[src/rtl/rib_xbar_pkg.sv]
// rib_xbar_pkg: shared constants and types for the RIB crossbar.
// Request encodings, arbiter FSM states and default bus widths.
package rib_xbar_pkg;

   localparam logic RIB_REQ  = 1'b1;
   localparam logic RIB_NREQ = 1'b0;

   localparam int RIB_DEF_MASTERS = 4;
   localparam int RIB_DEF_SLAVES  = 4;
   localparam int RIB_DEF_ADDR_W  = 32;
   localparam int RIB_DEF_DATA_W  = 32;
   localparam int RIB_DEF_SEL     = 4;
   localparam int RIB_DEF_BURST   = 16;

   typedef enum logic {
      IDLE = 1'b0,
      BUSY = 1'b1
   } rib_state_e;

endpackage

[src/rtl/rib_xbar_rr_arb.sv]
// rib_xbar_rr_arb: combinational round-robin search over a request vector.
// Ports: req_i/excl_i (N), start_i (W) in; found_o, idx_o (W) out.
module rib_xbar_rr_arb
   import rib_xbar_pkg::*;
#(
   parameter int N = 4,
   parameter int W = $clog2(N)
) (
   input  logic [N-1:0] req_i,
   input  logic [W-1:0] start_i,
   input  logic [N-1:0] excl_i,
   output logic         found_o,
   output logic [W-1:0] idx_o
);

   logic [N-1:0] avail;

   assign avail = req_i & ~excl_i;

   // Offset i from start lands on j when start == (j - i) mod N.
   // Scanning offsets downward leaves the nearest hit as the result.
   always_comb begin
      found_o = 1'b0;
      idx_o   = '0;
      for (int i = N - 1; i >= 0; i--) begin
         for (int j = 0; j < N; j++) begin
            if (avail[j] == RIB_REQ &&
                start_i == W'((j - i + N) % N)) begin
               found_o = 1'b1;
               idx_o   = W'(j);
            end
         end
      end
   end

endmodule

[src/rtl/rib_xbar.sv]
// rib_xbar: NUM_MASTERS x NUM_SLAVES RIB crossbar, round-robin + burst limit.
// In : clk, rst, m_req_i, m_we_i, m_addr_i, m_data_i, s_data_i.
// Out: m_data_o, m_hold_o, s_addr_o, s_data_o, s_we_o, grant_o, busy_o.
// Define RIB_DECODE_ERR_EN to add err_o and release on unmapped access.
module rib_xbar
   import rib_xbar_pkg::*;
#(
   parameter int NUM_MASTERS = RIB_DEF_MASTERS,
   parameter int NUM_SLAVES  = RIB_DEF_SLAVES,
   parameter int ADDR_W      = RIB_DEF_ADDR_W,
   parameter int DATA_W      = RIB_DEF_DATA_W,
   parameter int SEL_BITS    = RIB_DEF_SEL,
   parameter int BURST_MAX   = RIB_DEF_BURST
) (
   input  logic                          clk,
   input  logic                          rst,
   input  logic [NUM_MASTERS-1:0]        m_req_i,
   input  logic [NUM_MASTERS-1:0]        m_we_i,
   input  logic [NUM_MASTERS*ADDR_W-1:0] m_addr_i,
   input  logic [NUM_MASTERS*DATA_W-1:0] m_data_i,
   output logic [NUM_MASTERS*DATA_W-1:0] m_data_o,
   output logic [NUM_MASTERS-1:0]        m_hold_o,
   output logic [NUM_SLAVES*ADDR_W-1:0]  s_addr_o,
   output logic [NUM_SLAVES*DATA_W-1:0]  s_data_o,
   output logic [NUM_SLAVES-1:0]         s_we_o,
   input  logic [NUM_SLAVES*DATA_W-1:0]  s_data_i,
   output logic [NUM_MASTERS-1:0]        grant_o,
   output logic                          busy_o
`ifdef RIB_DECODE_ERR_EN
   ,
   output logic [NUM_MASTERS-1:0]        err_o
`endif
);

   localparam int OW = $clog2(NUM_MASTERS);
   localparam int CW = $clog2(BURST_MAX + 1);
   localparam logic [CW-1:0] CNT_MAX = CW'(BURST_MAX);
   localparam logic [CW-1:0] CNT_ONE = CW'(1);
   localparam logic [SEL_BITS:0] NS_L = (SEL_BITS + 1)'(NUM_SLAVES);

   function automatic logic [NUM_MASTERS-1:0] onehot(
      input logic [OW-1:0] i
   );
      logic [NUM_MASTERS-1:0] r;
      r = '0;
      for (int k = 0; k < NUM_MASTERS; k++)
         r[k] = (i == OW'(k));
      return r;
   endfunction

   rib_state_e             state_q, state_d;
   logic [OW-1:0]          own_q, own_d;
   logic [CW-1:0]          cnt_q, cnt_d;
   logic [OW-1:0]          rr_q, rr_d;
   logic [NUM_MASTERS-1:0] grant_q, grant_d;

   logic                   busy;
   logic [NUM_MASTERS-1:0] own_oh;
   logic [OW-1:0]          own_inc;
   logic [ADDR_W-1:0]      own_addr;
   logic [DATA_W-1:0]      own_wdata;
   logic                   own_req;
   logic                   own_we;
   logic [SEL_BITS-1:0]    idx;
   logic                   mapped;
   logic [DATA_W-1:0]      rdata;
   logic [ADDR_W-1:0]      bc_addr;
   logic [DATA_W-1:0]      bc_data;
   logic                   others;
   logic                   burst_hit;
   logic                   rel;

   logic [OW-1:0]          arb_start;
   logic [NUM_MASTERS-1:0] arb_excl;
   logic                   arb_found;
   logic [OW-1:0]          arb_idx;

   assign busy    = (state_q == BUSY);
   assign own_oh  = onehot(own_q);
   assign own_inc = (own_q == OW'(NUM_MASTERS - 1)) ?
                    '0 : own_q + OW'(1);

   // Owner-side request mux.
   always_comb begin
      own_addr  = '0;
      own_wdata = '0;
      own_req   = RIB_NREQ;
      own_we    = 1'b0;
      for (int k = 0; k < NUM_MASTERS; k++) begin
         if (own_q == OW'(k)) begin
            own_addr  = m_addr_i[k*ADDR_W +: ADDR_W];
            own_wdata = m_data_i[k*DATA_W +: DATA_W];
            own_req   = m_req_i[k];
            own_we    = m_we_i[k];
         end
      end
   end

   assign idx    = own_addr[ADDR_W-1 -: SEL_BITS];
   assign mapped = ({1'b0, idx} < NS_L);

   // Slave-side datapath; idle bus drives zeros.
   assign bc_addr  = busy ? own_addr : '0;
   assign bc_data  = busy ? own_wdata : '0;
   assign s_addr_o = {NUM_SLAVES{bc_addr}};
   assign s_data_o = {NUM_SLAVES{bc_data}};

   always_comb begin
      s_we_o = '0;
      rdata  = '0;
      for (int s = 0; s < NUM_SLAVES; s++) begin
         if (idx == SEL_BITS'(s)) begin
            s_we_o[s] = busy && mapped && own_we &&
                        (own_req == RIB_REQ);
            rdata     = s_data_i[s*DATA_W +: DATA_W];
         end
      end
   end

   // Read data only reaches the owner's lane; unmapped reads give 0.
   always_comb begin
      m_data_o = '0;
      for (int k = 0; k < NUM_MASTERS; k++) begin
         if (busy && mapped && own_q == OW'(k))
            m_data_o[k*DATA_W +: DATA_W] = rdata;
      end
   end

   assign m_hold_o = m_req_i & ~grant_q;
   assign grant_o  = grant_q;
   assign busy_o   = busy;

   // One search serves both cases: from rr_q when idle,
   // from the slot after the owner (owner excluded) when busy.
   assign arb_start = busy ? own_inc : rr_q;
   assign arb_excl  = busy ? own_oh : '0;

   rib_xbar_rr_arb #(
      .N (NUM_MASTERS),
      .W (OW)
   ) u_arb (
      .req_i   (m_req_i),
      .start_i (arb_start),
      .excl_i  (arb_excl),
      .found_o (arb_found),
      .idx_o   (arb_idx)
   );

   assign others    = |(m_req_i & ~own_oh);
   assign burst_hit = (own_req == RIB_REQ) && others &&
                      (cnt_q == CNT_MAX);

`ifdef RIB_DECODE_ERR_EN
   assign rel = (own_req == RIB_NREQ) || burst_hit || !mapped;
`else
   assign rel = (own_req == RIB_NREQ) || burst_hit;
`endif

   always_comb begin
      state_d = state_q;
      own_d   = own_q;
      cnt_d   = cnt_q;
      rr_d    = rr_q;
      grant_d = grant_q;
      unique case (state_q)
         IDLE: begin
            if (arb_found) begin
               state_d = BUSY;
               own_d   = arb_idx;
               cnt_d   = CNT_ONE;
               grant_d = onehot(arb_idx);
            end
         end
         BUSY: begin
            if (rel) begin
               rr_d = own_inc;
               if (arb_found) begin
                  own_d   = arb_idx;
                  cnt_d   = CNT_ONE;
                  grant_d = onehot(arb_idx);
               end else begin
                  state_d = IDLE;
                  grant_d = '0;
               end
            end else if (cnt_q != CNT_MAX) begin
               cnt_d = cnt_q + CNT_ONE;
            end
         end
         default: begin
            state_d = IDLE;
            grant_d = '0;
         end
      endcase
   end

   always_ff @(posedge clk) begin
      if (rst) begin
         state_q <= IDLE;
         own_q   <= '0;
         cnt_q   <= '0;
         rr_q    <= '0;
         grant_q <= '0;
      end else begin
         state_q <= state_d;
         own_q   <= own_d;
         cnt_q   <= cnt_d;
         rr_q    <= rr_d;
         grant_q <= grant_d;
      end
   end

`ifdef RIB_DECODE_ERR_EN
   logic [NUM_MASTERS-1:0] err_q, err_d;

   assign err_d = (busy && !mapped) ? own_oh : '0;
   assign err_o = err_q;

   always_ff @(posedge clk) begin
      if (rst)
         err_q <= '0;
      else
         err_q <= err_d;
   end
`endif

endmodule

[config.mk]
export PLATFORM = sky130hd
export DESIGN_NAME = rib_xbar
export DESIGN_NICKNAME = d
export VERILOG_FILES = /design/src/rtl/rib_xbar_pkg.sv /design/src/rtl/rib_xbar_rr_arb.sv /design/src/rtl/rib_xbar.sv
export SDC_FILE = /design/constraint.sdc
export NUM_CORES = 1
export LEC_CHECK = 0
export ABC_AREA = 1
export BUFFER_PORTS_ARGS = -buffer_cell sky130_fd_sc_hd__buf_2
export CORE_AREA = 3 3 309 311
export DETAILED_ROUTE_END_ITERATION = 6
export DIE_AREA = 0 0 312 314
export SLEW_MARGIN = 15
export SYNTH_ARGS = -nofsm -noshare
export SYNTH_HDL_FRONTEND = slang
export SYNTH_HIERARCHICAL = 1
export SYNTH_SLANG_ARGS = --single-unit
export TNS_END_PERCENT = 100
[constraint.sdc]
create_clock -name clk -period 3.1 [get_ports clk]
set_clock_uncertainty 0.2 [all_clocks]
set_input_delay 0.31 -clock clk [delete_from_list [all_inputs] [get_ports clk]]
set_output_delay 0.31 -clock clk [all_outputs]
set_load 0.01 [all_outputs]
==> results.md <==
- Yosys cell types: 30
- Failing checks: negative setup slack
- Sequential power share: 2.6%
- Max-slew violations: 0
- Initial antenna violation count: 41
- Clock share of power: 2.4%
- Crit path DAT: 2.62 ns
- Core ar.: 0.0930 mm2
- Final WS setup: -0.0335 ns
- Die Wd: 312 um
- RSZ-0062 raised after global routing: true
- Period minus WS final: 3.13 ns
- WL/cell: 18.8 um
- Rel. slew slack: 60.2%
- Vias: 11000
- CP Launch Type: flop
- Layout cells sized above 1: 58.3%
- Drt initial violations: 946
- Max-cap violations: 0
- Drt total wl: 58200 um
- Hold Crit Class: input pin to flop
- Crit share post-route: 101%
- Largest net degree at the start of global routing: 105
- Die area: 0.0980 mm2
- Crit Path Max Fanout: 8
- Total gr overflow: 0
- Cell taking the most area after synthesis: buf_4
- Io pins: 791
- GRT Util Overall: 10.4%
- Setup TNS: -0.0335 ns
- Met3 WL: 5550 um
- Final setup fails: 1
- Multi-input logic area: 0.00456 mm2
- Number of global-route vias before repair: 9690
- Mapped Nets: 1590
- Global-route wire length before repair: 73400 um
- Vias/cell: 3.55
- Fillers: 10900
- Row count: 112
- Worst-path clk slew: 0.05 ns
- Register area share after synthesis: 4.39%
- CP Capture Type: output port
- CP required: 2.59 ns
- Final HPWL DP: 48700 um
- Non-Filler Instances: 3091
- Antenna-violating nets left: 0
- Switching portion of total power: 59.1%
- Status: finished, violations left
- WL met1: 23400 um
- Gate power share: 95.1%
- Met2 routed WL: 27200 um
- Register area: 289 um2
- WS Path Type: flop to output port
- Pleak: 0.00666 uW
- Slew @ Worst Pin: 0.591 ns
- Synth warn: 6
- Syn Std Cell Area: 0.00639 mm2
- Max layer used: met5
- Avg Cell Area, Syn: 5.38 um2
- Area delta synth->final: 92.1%
- Clock Sinks: 14
- Port buffer count: 790
- Internal: 4630 uW
- Placed cell count: 3035
- Top cell type's share of synthesized area: 23.3%
- Synth Instances: 1189
- RD Place Congestion: 0.917
- Die height: 314 um
- Cell area power density: 922 mW/mm2
- Place WS: -0.110 ns
- FMAX: 319 MHz
- Leading post-synthesis cells by cell area: buf_4, nand3_1, nor2_1
- Peak VDD IR: 0.380 mV
- Clock buffer depth: 2
- Initial Util: 6.87%
- Post-route core utilization: 13.2%
- Psw: 6690 uW
- Clk_lat worst skew: 0.24 ns
- Root Buffer: clkbuf_16
- DR DRC count: 0
- CTS tree: yes
- Final hold vios: 0
- Deepest level of the CTS H-tree: 1
- Seq cells post-synth: 14
- Fin nets: 2226
- 1st-pass router iterations: 6
- CTS Hold Buffers Added: 0
- Total CTS buffers: 3
## flip-flops by register name, summed over array words and instances (netlist names)
name     cells
own_q        2
grant_o      4
rr_q         2
cnt_q        5
busy_o       1
## cell families after synthesis
logic type | after synthesis | share of synthesized area, %
compound gates | 257 | 23.0
xor+xnor | 3 | 0.411
flops | 14 | 4.39
fa+ha+maj | 7 | 1.37
simple gates | 541 | 36.7
buf+inv | 367 | 34.1
## repair_timing
action                                 in CTS  in global routing
pin swaps                                   6                 37
resized for setup                          56                124
setup endpoints to repair                 250                211
endpoints found under the hold margin       0                  0
setup buffers                               8                 19
gates cloned                                4                 10
## layer usage
layer  track usage [%]  vias up
li1                  -     5024
met2              17.9      765
met4              2.60       10
met5                 0        -
met1              13.1     5041
met3              2.55      129
## worst max-delay path: stages, from the launching register on
cell	delay, ns
dfxtp_4	0.38
buf_6	0.11
ha_4	0.21
clkinv_8	0.10
nor2_4	0.09
nor2_1	0.05
nand2_1	0.09
nand2_2	0.08
nor2_4	0.17
buf_12	0.14
buf_12	0.13
buf_12	0.13
clkbuf_16	0.14
nand3_2	0.08
nand3_2	0.09
nor2_2	0.06
nor2_1	0.16
buf_2	0.18
## cell usage in the layout, fill, tap and decap left out, types with 2 or more instances in the layout
| cell | count |
|---|---|
| a21oi_1 | 55 |
| a21oi_2 | 9 |
| a21oi_4 | 2 |
| a221oi_1 | 15 |
| a22oi_1 | 44 |
| a22oi_2 | 2 |
| buf_12 | 14 |
| buf_16 | 6 |
| buf_2 | 785 |
| buf_4 | 76 |
| buf_6 | 12 |
| buf_8 | 2 |
| clkbuf_16 | 13 |
| clkinv_1 | 2 |
| dfxtp_1 | 11 |
| dfxtp_4 | 2 |
| diode_2 | 13 |
| ha_1 | 2 |
| ha_4 | 4 |
| inv_1 | 76 |
| inv_2 | 7 |
| inv_4 | 3 |
| inv_6 | 2 |
| nand2_1 | 138 |
| nand2_2 | 7 |
| nand2_4 | 2 |
| nand3_1 | 106 |
| nand3_2 | 36 |
| nand3_4 | 8 |
| nand4_1 | 8 |
| nor2_1 | 169 |
| nor2_2 | 36 |
| nor2_4 | 26 |
| nor3_1 | 2 |
| o21ai_0 | 120 |
| o21ai_1 | 7 |
| xor2_1 | 2 |
## metrics by stage
step,total power (uW),instance area [um2],hold WS [ns]
global route,12200,12300,0.230
floorplan,6250,6390,0.224
CTS,10300,11400,0.213
finish,11300,12300,0.211
global placement,9280,10900,0.236
detailed placement,9310,10900,0.240
## path summary, 6_finish.rpt
kind	start	to	slack, ns	cells after the start
worst max-delay path	own_q[1]$_SDFFE_PP0P_	m_data_o[108]	-0.03	17
worst min-delay path	rst	own_q[1]$_SDFFE_PP0P_	0.21	2
worst max register to register	own_q[0]$_SDFFE_PP0P_	cnt_q[3]$_SDFFE_PP0P_	0.26	16
worst min register to register	rr_q[1]$_SDFFE_PP0P_	rr_q[1]$_SDFFE_PP0P_	0.25	2
## cells in the mapped netlist (all sizes together)
| cell | number |
|---|---|
| dfxtp | 14 |
| buf | 234 |
| xnor2 | 1 |
| o21ai | 127 |
| nand4 | 8 |
| or4 | 1 |
| xor2 | 2 |
| inv | 90 |
| nor2 | 231 |
| ha | 7 |
| nand3 | 150 |
| a21oi | 66 |
| a221oi | 16 |
| a22oi | 46 |
| clkinv | 2 |
| o2111ai | 1 |
| o211ai | 1 |
| clkbuf | 41 |
| nand2 | 147 |
| nor3 | 3 |
| or2 | 1 |
## power groups by stage
stage / Clock (uW) / Sequential, uW / Combinational (uW)
2_1_floorplan: 0 / 269 / 5980
3_3_place_gp: 0 / 279 / 9010
3_5_place_dp: 0 / 280 / 9030
4_1_cts: 273 / 283 / 9730
5_1_grt: 285 / 300 / 11600
6_report: 268 / 290 / 10800
## layout make-up
type / count / share of cell area (%)
repair buffers: 906 / 43.7
multi-input cells: 808 / 37.1
well taps: 1254 / 12.8
inverters: 92 / 3.07
flip-flops and latches: 14 / 2.35
clock buffers: 4 / 0.723
diodes: 13 / 0.265
Note: power is estimated with default switching activity, not from simulation.
